### src/rtl/issue_execute_fifo_if.sv
// Issue-to-execute FIFO handshake: pack type package and bundle interface.
// master: issue/execute side; slave: the FIFO. Ports: data_in, push, pop, flush -> FIFO; full, count, data_out, data_out_valid <- FIFO.
package issue_execute_pkg;

    typedef struct packed {
        logic [5:0]  rob_id;
        logic [3:0]  op;
        logic [4:0]  rd;
        logic [31:0] rs1_val;
        logic [31:0] rs2_val;
    } issue_execute_pack_t;

endpackage

interface issue_execute_fifo_if #(
    parameter int DEPTH = 8
);
    import issue_execute_pkg::*;

    localparam int CW = $clog2(DEPTH) + 1;

    issue_execute_pack_t data_in;
    logic                push;
    logic                full;
    logic [CW-1:0]       count;
    issue_execute_pack_t data_out;
    logic                data_out_valid;
    logic                pop;
    logic                flush;

    modport master (
        output data_in, push, pop, flush,
        input  full, count, data_out, data_out_valid
    );

    modport slave (
        input  data_in, push, pop, flush,
        output full, count, data_out, data_out_valid
    );

endinterface

### src/rtl/issue_execute_fifo.sv
// Single-clock FIFO of issue_execute_pack_t between issue and an execute unit.
// Ports: clk, rst (sync, active-high), fifo (slave modport). Optional same-cycle bypass: ISSUE_EXECUTE_FIFO_BYPASS_EN.
module issue_execute_fifo #(
    parameter int DEPTH = 8
) (
    input  logic                 clk,
    input  logic                 rst,
    issue_execute_fifo_if.slave  fifo
);
    import issue_execute_pkg::*;

    localparam int AW = $clog2(DEPTH);
    localparam int PW = AW + 1;

    if (DEPTH < 2 || (DEPTH & (DEPTH - 1)) != 0) begin : g_bad_depth
        $error("DEPTH must be a power of two and at least 2");
    end

    // Pointers carry one extra wrap bit so full and empty are distinct.
    logic [PW-1:0]       rptr_q, rptr_d;
    logic [PW-1:0]       wptr_q, wptr_d;
    logic [PW-1:0]       count_w;
    issue_execute_pack_t mem_q [DEPTH];
    issue_execute_pack_t head_w;

    logic full_w;
    logic stored_w;
    logic head_valid_w;
    logic pop_ok_w;
    logic push_ok_w;
    logic wr_en_w;
    logic rd_adv_w;

    assign count_w  = wptr_q - rptr_q;
    assign full_w   = (count_w == PW'(DEPTH));
    assign stored_w = (count_w != '0);

`ifdef ISSUE_EXECUTE_FIFO_BYPASS_EN
    logic byp_w;

    // Empty FIFO: present the incoming pack straight away.
    assign byp_w        = !stored_w && fifo.push && !fifo.flush;
    assign head_valid_w = stored_w || byp_w;
    assign head_w       = byp_w ? fifo.data_in : mem_q[rptr_q[AW-1:0]];
`else
    assign head_valid_w = stored_w;
    assign head_w       = mem_q[rptr_q[AW-1:0]];
`endif

    assign pop_ok_w  = fifo.pop && head_valid_w && !fifo.flush;
    assign push_ok_w = fifo.push && !fifo.flush && (!full_w || pop_ok_w);

`ifdef ISSUE_EXECUTE_FIFO_BYPASS_EN
    // A bypassed pack consumed in the same cycle is never stored.
    assign wr_en_w  = push_ok_w && !(byp_w && pop_ok_w);
    assign rd_adv_w = pop_ok_w && !byp_w;
`else
    assign wr_en_w  = push_ok_w;
    assign rd_adv_w = pop_ok_w;
`endif

    always_comb begin
        rptr_d = rptr_q;
        wptr_d = wptr_q;
        if (fifo.flush) begin
            rptr_d = '0;
            wptr_d = '0;
        end else begin
            if (rd_adv_w) begin
                rptr_d = rptr_q + PW'(1);
            end
            if (wr_en_w) begin
                wptr_d = wptr_q + PW'(1);
            end
        end
    end

    always_ff @(posedge clk) begin
        if (rst) begin
            rptr_q <= '0;
            wptr_q <= '0;
        end else begin
            rptr_q <= rptr_d;
            wptr_q <= wptr_d;
        end
    end

    // When full with a same-cycle pop, the tail slot equals the head slot
    // being released, so the write is safe.
    always_ff @(posedge clk) begin
        if (wr_en_w && !rst) begin
            mem_q[wptr_q[AW-1:0]] <= fifo.data_in;
        end
    end

    assign fifo.full           = full_w;
    assign fifo.count          = count_w;
    assign fifo.data_out       = head_w;
    assign fifo.data_out_valid = head_valid_w;

endmodule

### src/flat_wrapper.sv
// flat-port wrapper written by rule: the top's interface ports become plain ports
module issue_execute_fifo_flat import issue_execute_pkg::*;
#(
    parameter int DEPTH = 8
)
  (clk, rst, fifo_data_in, fifo_push, fifo_pop, fifo_flush, fifo_full, fifo_count, fifo_data_out, fifo_data_out_valid);
  issue_execute_fifo_if #(.DEPTH(DEPTH)) fifo_i ();
  input  logic clk;
  input  logic rst;
  input wire logic [$bits(fifo_i.data_in)-1:0] fifo_data_in;
  input wire logic [$bits(fifo_i.push)-1:0] fifo_push;
  input wire logic [$bits(fifo_i.pop)-1:0] fifo_pop;
  input wire logic [$bits(fifo_i.flush)-1:0] fifo_flush;
  output wire logic [$bits(fifo_i.full)-1:0] fifo_full;
  output wire logic [$bits(fifo_i.count)-1:0] fifo_count;
  output wire logic [$bits(fifo_i.data_out)-1:0] fifo_data_out;
  output wire logic [$bits(fifo_i.data_out_valid)-1:0] fifo_data_out_valid;
  assign fifo_i.data_in = fifo_data_in;
  assign fifo_i.push = fifo_push;
  assign fifo_i.pop = fifo_pop;
  assign fifo_i.flush = fifo_flush;
  assign fifo_full = fifo_i.full;
  assign fifo_count = fifo_i.count;
  assign fifo_data_out = fifo_i.data_out;
  assign fifo_data_out_valid = fifo_i.data_out_valid;
  issue_execute_fifo #(.DEPTH(DEPTH)) u_core (.clk(clk), .rst(rst), .fifo(fifo_i));
endmodule
### config.mk
export PLATFORM = sky130hd
export DESIGN_NAME = issue_execute_fifo_flat
export DESIGN_NICKNAME = d
export VERILOG_FILES = /design/src/rtl/issue_execute_fifo_if.sv /design/src/rtl/issue_execute_fifo.sv /design/src/flat_wrapper.sv
export SDC_FILE = /design/constraint.sdc
export NUM_CORES = 1
export LEC_CHECK = 0
export CAP_MARGIN = 30
export CORE_AREA = 2 2 227 184
export CTS_BUF_LIST = sky130_fd_sc_hd__clkbuf_8
export CTS_CLUSTER_DIAMETER = 200
export CTS_CLUSTER_SIZE = 12
export DETAILED_ROUTE_END_ITERATION = 6
export DIE_AREA = 0 0 229 186
export GPL_TIMING_DRIVEN = 1
export PLACE_DENSITY = 0.82
export SLEW_MARGIN = 20
export SYNTH_ARGS = -nofsm -noshare
export SYNTH_HDL_FRONTEND = slang
export SYNTH_SLANG_ARGS = --single-unit
### constraint.sdc
create_clock -name clk -period 9.5 [get_ports clk]
set_input_delay 1.425 -clock clk [delete_from_list [all_inputs] [get_ports clk]]
set_output_delay 1.425 -clock clk [all_outputs]
set_load 0.005 [all_outputs]
==> results.sh, run 1 <==
export IMPL_preCtsSetupSlack_ns=4.89
export IMPL_cts_resized=0
export IMPL_max_vdd_ir_drop_mv=0.152
export IMPL_core_area_um2=40300
export IMPL_holdCritPathClass="reg -> reg"
export IMPL_gp_congestion=0.745
export IMPL_cts_buffers=59
export IMPL_yosysSeqAreaShare_pct=78.8
export IMPL_clock_sinks=643
export IMPL_rsz0062_at_grt="no"
export IMPL_cap_violations=0
export IMPL_period_share_pct=52.2
export IMPL_nNetsFinal=1294
export IMPL_num_fill_cells=2491
export IMPL_initial_core_util_pct=60.5
export IMPL_setup_slack_ns=4.54
export IMPL_die_w_um=229
export IMPL_drt_iter0_drc=935
export IMPL_finalHoldViolations=0
export IMPL_rrSetupSlack_ns=5.61
export IMPL_routed_wl_um=45200
export IMPL_synthTopCellsByArea="edfxtp_1 (78%), mux4_2 (15%), mux2_2 (3.6%), dfxtp_1 (0.90%), buf_4 (0.31%)"
export IMPL_pin_count=169
export IMPL_reg2reg_depth=8
export IMPL_synthMostInstantiatedCell="edfxtp_1"
export IMPL_outcome="complete, no violations"
export IMPL_drt_pass1_iterations=4
export IMPL_post_cts_setup_buffers=0
export IMPL_grt_ovfl_total=0
export IMPL_clkSlewWorstSetupHoldPaths_ns=0.08
export IMPL_synth_commonest_cells="edfxtp_1 (632), mux4_2 (158), mux2_2 (79)"
export IMPL_design_die_area_um2=42600
export IMPL_grt_pass1_wl_um=67900
export IMPL_clock_skew_ns=0.0181
export IMPL_dp_hpwl_um=24800
export IMPL_rows=66
export IMPL_die_h_um=186
export IMPL_worst_pin_slew_ns=0.908
export IMPL_crit_arrival_ns=3.53
export IMPL_grt_pass1_vias=11400
export IMPL_async_flop_share_pct=0
export IMPL_timing_rr_start="u_core.wptr_q[2]"
export IMPL_h_tree_depth=2
export IMPL_antenna_left=0
export IMPL_timing_fmax_mhz=202
export IMPL_clock_path_buffers=3
export IMPL_wl_per_cell_um=25.7
export IMPL_synth_main_ff_cell="edfxtp_1"
export IMPL_avgViaCountPerCell=6.07
export IMPL_hold_buffers=0
export IMPL_synth_area_um2=24400
export IMPL_syn_instance_count=997
export IMPL_root_buffer="clkbuf_8"
export IMPL_ys_warn_count=0
export IMPL_crit_fanout=98
export IMPL_yosysUniqueCellTypes=34
export IMPL_finalSetupTns_ns=0
export IMPL_drive_gt1_share_pct=28.5
export IMPL_synth_top_area_share_pct=77.9
export IMPL_finalSetupViolCount=0
export IMPL_fin_crit_ns=4.96
export IMPL_cts_tree="done"
export IMPL_finalMaxSlewViolations=0
export IMPL_critPathCaptureType="primary output"
export IMPL_numPortBuffers=168
export IMPL_power_leakage_nw=8.37
export IMPL_max_slew_margin_pct=39.5
export IMPL_syn_nets=1087
export IMPL_grt_max_degree=99
export IMPL_synth_avg_cell_area_um2=24.4
export IMPL_critical_path_class="reg -> out"
export IMPL_power_density_nw_per_um2=169
export IMPL_rr_endpoint="u_core.mem_q[5][75]"
export IMPL_area_delta_synth_final_pct=13.6
export IMPL_ys_ff_latch=643
export IMPL_num_vias=10700
export IMPL_grt_usage_pct=21.4
export IMPL_startpoint_type="register"
export IMPL_drc=0
export IMPL_cp_endpoint="fifo_data_out[72]"
export IMPL_synth_edf_count=632
export IMPL_yosysTopAreaCell="edfxtp_1"
export IMPL_required_ns=8.08
export IMPL_antenna_found_initial=5
export IMPL_insertion_delay_ns=0.63
==> through the flow <==
stage / power (W) / cells / util [%] / hold WS, ns / area [µm²]
floorplan: 0.00325 / 997 / - / 0.467 / 24400
global placement: 0.00335 / 1684 / 66.3 / 0.481 / 26700
detailed placement: 0.00335 / 1687 / 66.5 / 0.494 / 26800
CTS: 0.00473 / 1760 / 68.7 / 0.513 / 27700
global route: 0.00484 / 1762 / 68.7 / 0.541 / 27700
finish: 0.00469 / 1763 / 68.7 / 0.505 / 27700
==> critical path: stages, from the launching register on <==
cell,delay [ns]
dfxtp_4,0.73
buf_12,0.63
mux4_2,0.60
mux2_2,0.30
clkdlybuf4s50_1,0.50
==> report_power, final <==
group          total [W]  internal [W]  leakage, nW  switching, W
clock            0.00140      0.000575        0.502      0.000825
sequential       0.00313       0.00312         5.79    0.00000516
combinational   0.000159     0.0000860         2.09     0.0000732
==> sequential cells by signal (all words and copies together) (netlist names), named ones only <==
name	flops
u_core.rptr_q	4
u_core.wptr_q	4
u_core.mem_q	632
==> area by class of cell <==
| type | instances | area, µm² | share of cell area (%) |
|---|---|---|---|
| tap | 544 | 681 | 2.46 |
| clock buffer | 61 | 840 | 3.03 |
| timing repair buffer | 193 | 1930 | 6.98 |
| clock inverter | 12 | 47.5 | 0.172 |
| sequential | 643 | 19200 | 69.3 |
| inverter | 8 | 30.0 | 0.108 |
| multi-input combinational | 299 | 4950 | 17.9 |
| antenna | 3 | 7.51 | 0.0271 |
==> cells in the final DEF (no fill, tap or decap), types with 4 or more instances in the layout <==
master           synthesis  layout
edfxtp_1               632     632
clkdlybuf4s50_1          0     168
mux4_2                 158     158
mux2_2                  79      79
clkbuf_8                 0      61
buf_4                   10      21
inv_1                    8      19
dfxtp_1                 11       8
nand2_1                  7       7
nor2_1                   8       6
a21oi_1                  5       5
ha_1                     5       5
nor3b_2                  0       4
==> worst min-delay path by stage <==
stage / startpoint / end / slack [ns] / depth (start not counted)
finish: u_core.rptr_q[2] / register / 0.51 / 2
global route: u_core.rptr_q[2] / register / 0.54 / 2
CTS: u_core.rptr_q[2] / register / 0.51 / 2
detailed placement: u_core.rptr_q[2] / register / 0.49 / 2
global placement: u_core.rptr_q[2] / register / 0.48 / 2
floorplan: u_core.rptr_q[2] / register / 0.47 / 2
==> logic make-up after synthesis <==
family / share of synthesized area, %
AO/OA/AOI/OAI: 0.359
flip-flops: 78.8
multiplexers: 18.4
adder cells (fa/ha/maj): 0.339
AND/OR/NAND/NOR: 0.919
buffers and inverters: 1.10
XOR/XNOR: 0.144
==> routing by layer <==
layer  up-vias  routed length (µm)  global-route usage [%]
li1       4619                   -                       -
met1      5703               18900                    30.0
met2       317               22700                    35.5
met3        62                2850                    4.55
met4         4                 680                    5.01
met5         -                  23                       0
(Power assumes the default switching activity.)
==> inputs of run 2 (changes only) <==
--- a/config.mk
+++ b/config.mk
@@ -6,14 +6,14 @@
 export NUM_CORES = 1
 export LEC_CHECK = 0
 export CAP_MARGIN = 30
-export CORE_AREA = 2 2 227 184
+export CORE_AREA = 2 2 239 194
 export CTS_BUF_LIST = sky130_fd_sc_hd__clkbuf_8
 export CTS_CLUSTER_DIAMETER = 200
 export CTS_CLUSTER_SIZE = 12
 export DETAILED_ROUTE_END_ITERATION = 6
-export DIE_AREA = 0 0 229 186
+export DIE_AREA = 0 0 241 196
 export GPL_TIMING_DRIVEN = 1
-export PLACE_DENSITY = 0.82
+export PLACE_DENSITY = 0.78
 export SLEW_MARGIN = 20
 export SYNTH_ARGS = -nofsm -noshare
 export SYNTH_HDL_FRONTEND = slang
==> constraint.sdc (replaced) <==
create_clock -name clk -period 4 [get_ports clk]
set_input_delay 0.6 -clock clk [delete_from_list [all_inputs] [get_ports clk]]
set_output_delay 0.6 -clock clk [all_outputs]
set_load 0.005 [all_outputs]
==> results.sh, run 2 (synthesis gave the netlist of run 1 again) <==
export IMPL_outcome="complete, no violations"
export IMPL_antenna_found_initial=6
export IMPL_timing_fmax_mhz=273
export IMPL_max_slew_margin_pct=53.0
export IMPL_num_fill_cells=2957
export IMPL_finalHoldViolations=0
export IMPL_gp_congestion=0.759
export IMPL_wl_per_cell_um=24.6
export IMPL_grt_ovfl_total=0
export IMPL_setup_slack_ns=0.338
export IMPL_num_vias=10700
export IMPL_finalSetupViolCount=0
export IMPL_ff_latch_area_um2=19200
export IMPL_routed_wl_um=45200
export IMPL_fin_crit_ns=3.66
export IMPL_clkSlewWorstSetupHoldPaths_ns=0.08
export IMPL_die_h_um=196
export IMPL_place_inst=1760
export IMPL_root_buffer="clkbuf_8"
export IMPL_timing_rr_start="u_core.wptr_q[0]"
export IMPL_initial_core_util_pct=54.1
export IMPL_drt_iter0_drc=844
export IMPL_clockPowerShare_pct=29.7
export IMPL_cap_violations=0
export IMPL_cts_buffers=59
export IMPL_critical_path_class="reg -> out"
export IMPL_finalMaxSlewViolations=0
export IMPL_grt_max_degree=84
export IMPL_most_common_layout_cells="edfxtp_1 (632), clkdlybuf4s50_1 (168), mux4_2 (158)"
export IMPL_area_delta_synth_final_pct=15.3
export IMPL_rows=70
export IMPL_period_share_pct=91.5
export IMPL_drt_pass1_iterations=5
export IMPL_numPortBuffers=168
export IMPL_critPathCaptureType="primary output"
export IMPL_power_frac_seq_pct=66.7
export IMPL_grt_pass1_vias=11500
export IMPL_clock_sinks=643
export IMPL_nNetsFinal=1299
export IMPL_p_sw_w=0.00213
export IMPL_mostFrequentLayoutCell="edfxtp_1"
export IMPL_multi_input_area_um2=5010
export IMPL_hold_buffers=0
export IMPL_dp_hpwl_um=26200
export IMPL_post_route_util_pct=62.4
export IMPL_h_tree_depth=2
export IMPL_worst_pin_slew_ns=0.705
export IMPL_power_frac_comb_pct=3.6
export IMPL_largest_register_ffs=632
export IMPL_drive_gt1_share_pct=29.3
export IMPL_cts_resized=0
export IMPL_grt_pass1_wl_um=68700
export IMPL_hp_start="u_core.wptr_q[0]"
export IMPL_post_cts_setup_buffers=0
export IMPL_holdCritPathClass="reg -> reg"
export IMPL_swShare_pct=19.2
export IMPL_crit_fanout=45
export IMPL_die_w_um=241
export IMPL_clock_skew_ns=0.0181
export IMPL_p_int_w=0.00900
export IMPL_clock_path_buffers=3
export IMPL_drc=0
export IMPL_max_vdd_ir_drop_mv=0.250
export IMPL_power_leakage_nw=8.44
export IMPL_core_area_um2=45000
export IMPL_avgViaCountPerCell=5.83
export IMPL_preCtsSetupSlack_ns=0.667
export IMPL_startpoint_type="register"
export IMPL_insertion_delay_ns=0.62
export IMPL_finalSetupTns_ns=0
export IMPL_rsz0062_at_grt="no"
export IMPL_required_ns=3.40
export IMPL_crit_arrival_ns=3.06
export IMPL_pin_count=169
export IMPL_cts_tree="done"
export IMPL_power_density_nw_per_um2=396
export IMPL_antenna_left=0
export IMPL_final_cells=1838
export IMPL_grt_usage_pct=19.6
export IMPL_design_die_area_um2=47200
[run 2: per-stage QoR]
| stage | total power, W | instance area (µm²) | hold WS, ns |
|---|---|---|---|
| floorplan | 0.00772 | 24500 | 0.465 |
| global placement | 0.00797 | 27200 | 0.485 |
| detailed placement | 0.00799 | 27200 | 0.493 |
| CTS | 0.0112 | 28100 | 0.508 |
| global route | 0.0115 | 28100 | 0.547 |
| finish | 0.0111 | 28100 | 0.504 |
[run 2: layout make-up]
cell class	instances	area share, %
Clock buffer	61	2.99
Tap cell	612	2.72
Multi-Input combinational cell	299	17.8
Antenna cell	5	0.0445
Inverter	8	0.107
Clock inverter	12	0.169
Timing Repair Buffer	198	7.76
Sequential cell	643	68.4
[run 2: metal layers]
layer | global-route usage, % | up-vias | wire, µm
met5 | 0 | - | 13
met4 | 5.01 | 2 | 835
met3 | 3.52 | 55 | 2840
met2 | 32.0 | 353 | 22200
met1 | 28.0 | 5671 | 19300
li1 | - | 4634 | -
[run 2: critical path, stage by stage, from the launching register on]
cell,delay [ns]
dfxtp_4,0.66
buf_12,0.38
mux4_2,0.56
mux2_2,0.31
clkdlybuf4s50_1,0.47
[run 2: power groups by stage]
stage | Combinational, W | Sequential [W] | Clock, W
2_1_floorplan | 0.000135 | 0.00759 | 0
3_3_place_gp | 0.000392 | 0.00758 | 0
3_5_place_dp | 0.000404 | 0.00758 | 0
4_1_cts | 0.000406 | 0.00743 | 0.00340
5_1_grt | 0.000431 | 0.00743 | 0.00364
6_report | 0.000399 | 0.00743 | 0.00330
[run 2: path summary, 6_finish.rpt]
path / to / slack, ns / depth (start not counted)
worst min-delay path: u_core.wptr_q[0] / 0.50 / 2
worst min register to register: u_core.wptr_q[0] / 0.50 / 2
worst max-delay path: fifo_data_out[35] / 0.34 / 4
worst max register to register: u_core.mem_q[6][6] / 0.71 / 10
==> inputs of run 3 (changes only) <==
--- a/config.mk
+++ b/config.mk
@@ -14,6 +14,7 @@
 export DIE_AREA = 0 0 241 196
 export GPL_TIMING_DRIVEN = 1
 export PLACE_DENSITY = 0.78
+export SKIP_CTS_REPAIR_TIMING = 1
 export SLEW_MARGIN = 20
 export SYNTH_ARGS = -nofsm -noshare
 export SYNTH_HDL_FRONTEND = slang
==> results of run 3 <==
No change in the layout: final DEF, timing and power equal those of run 2.
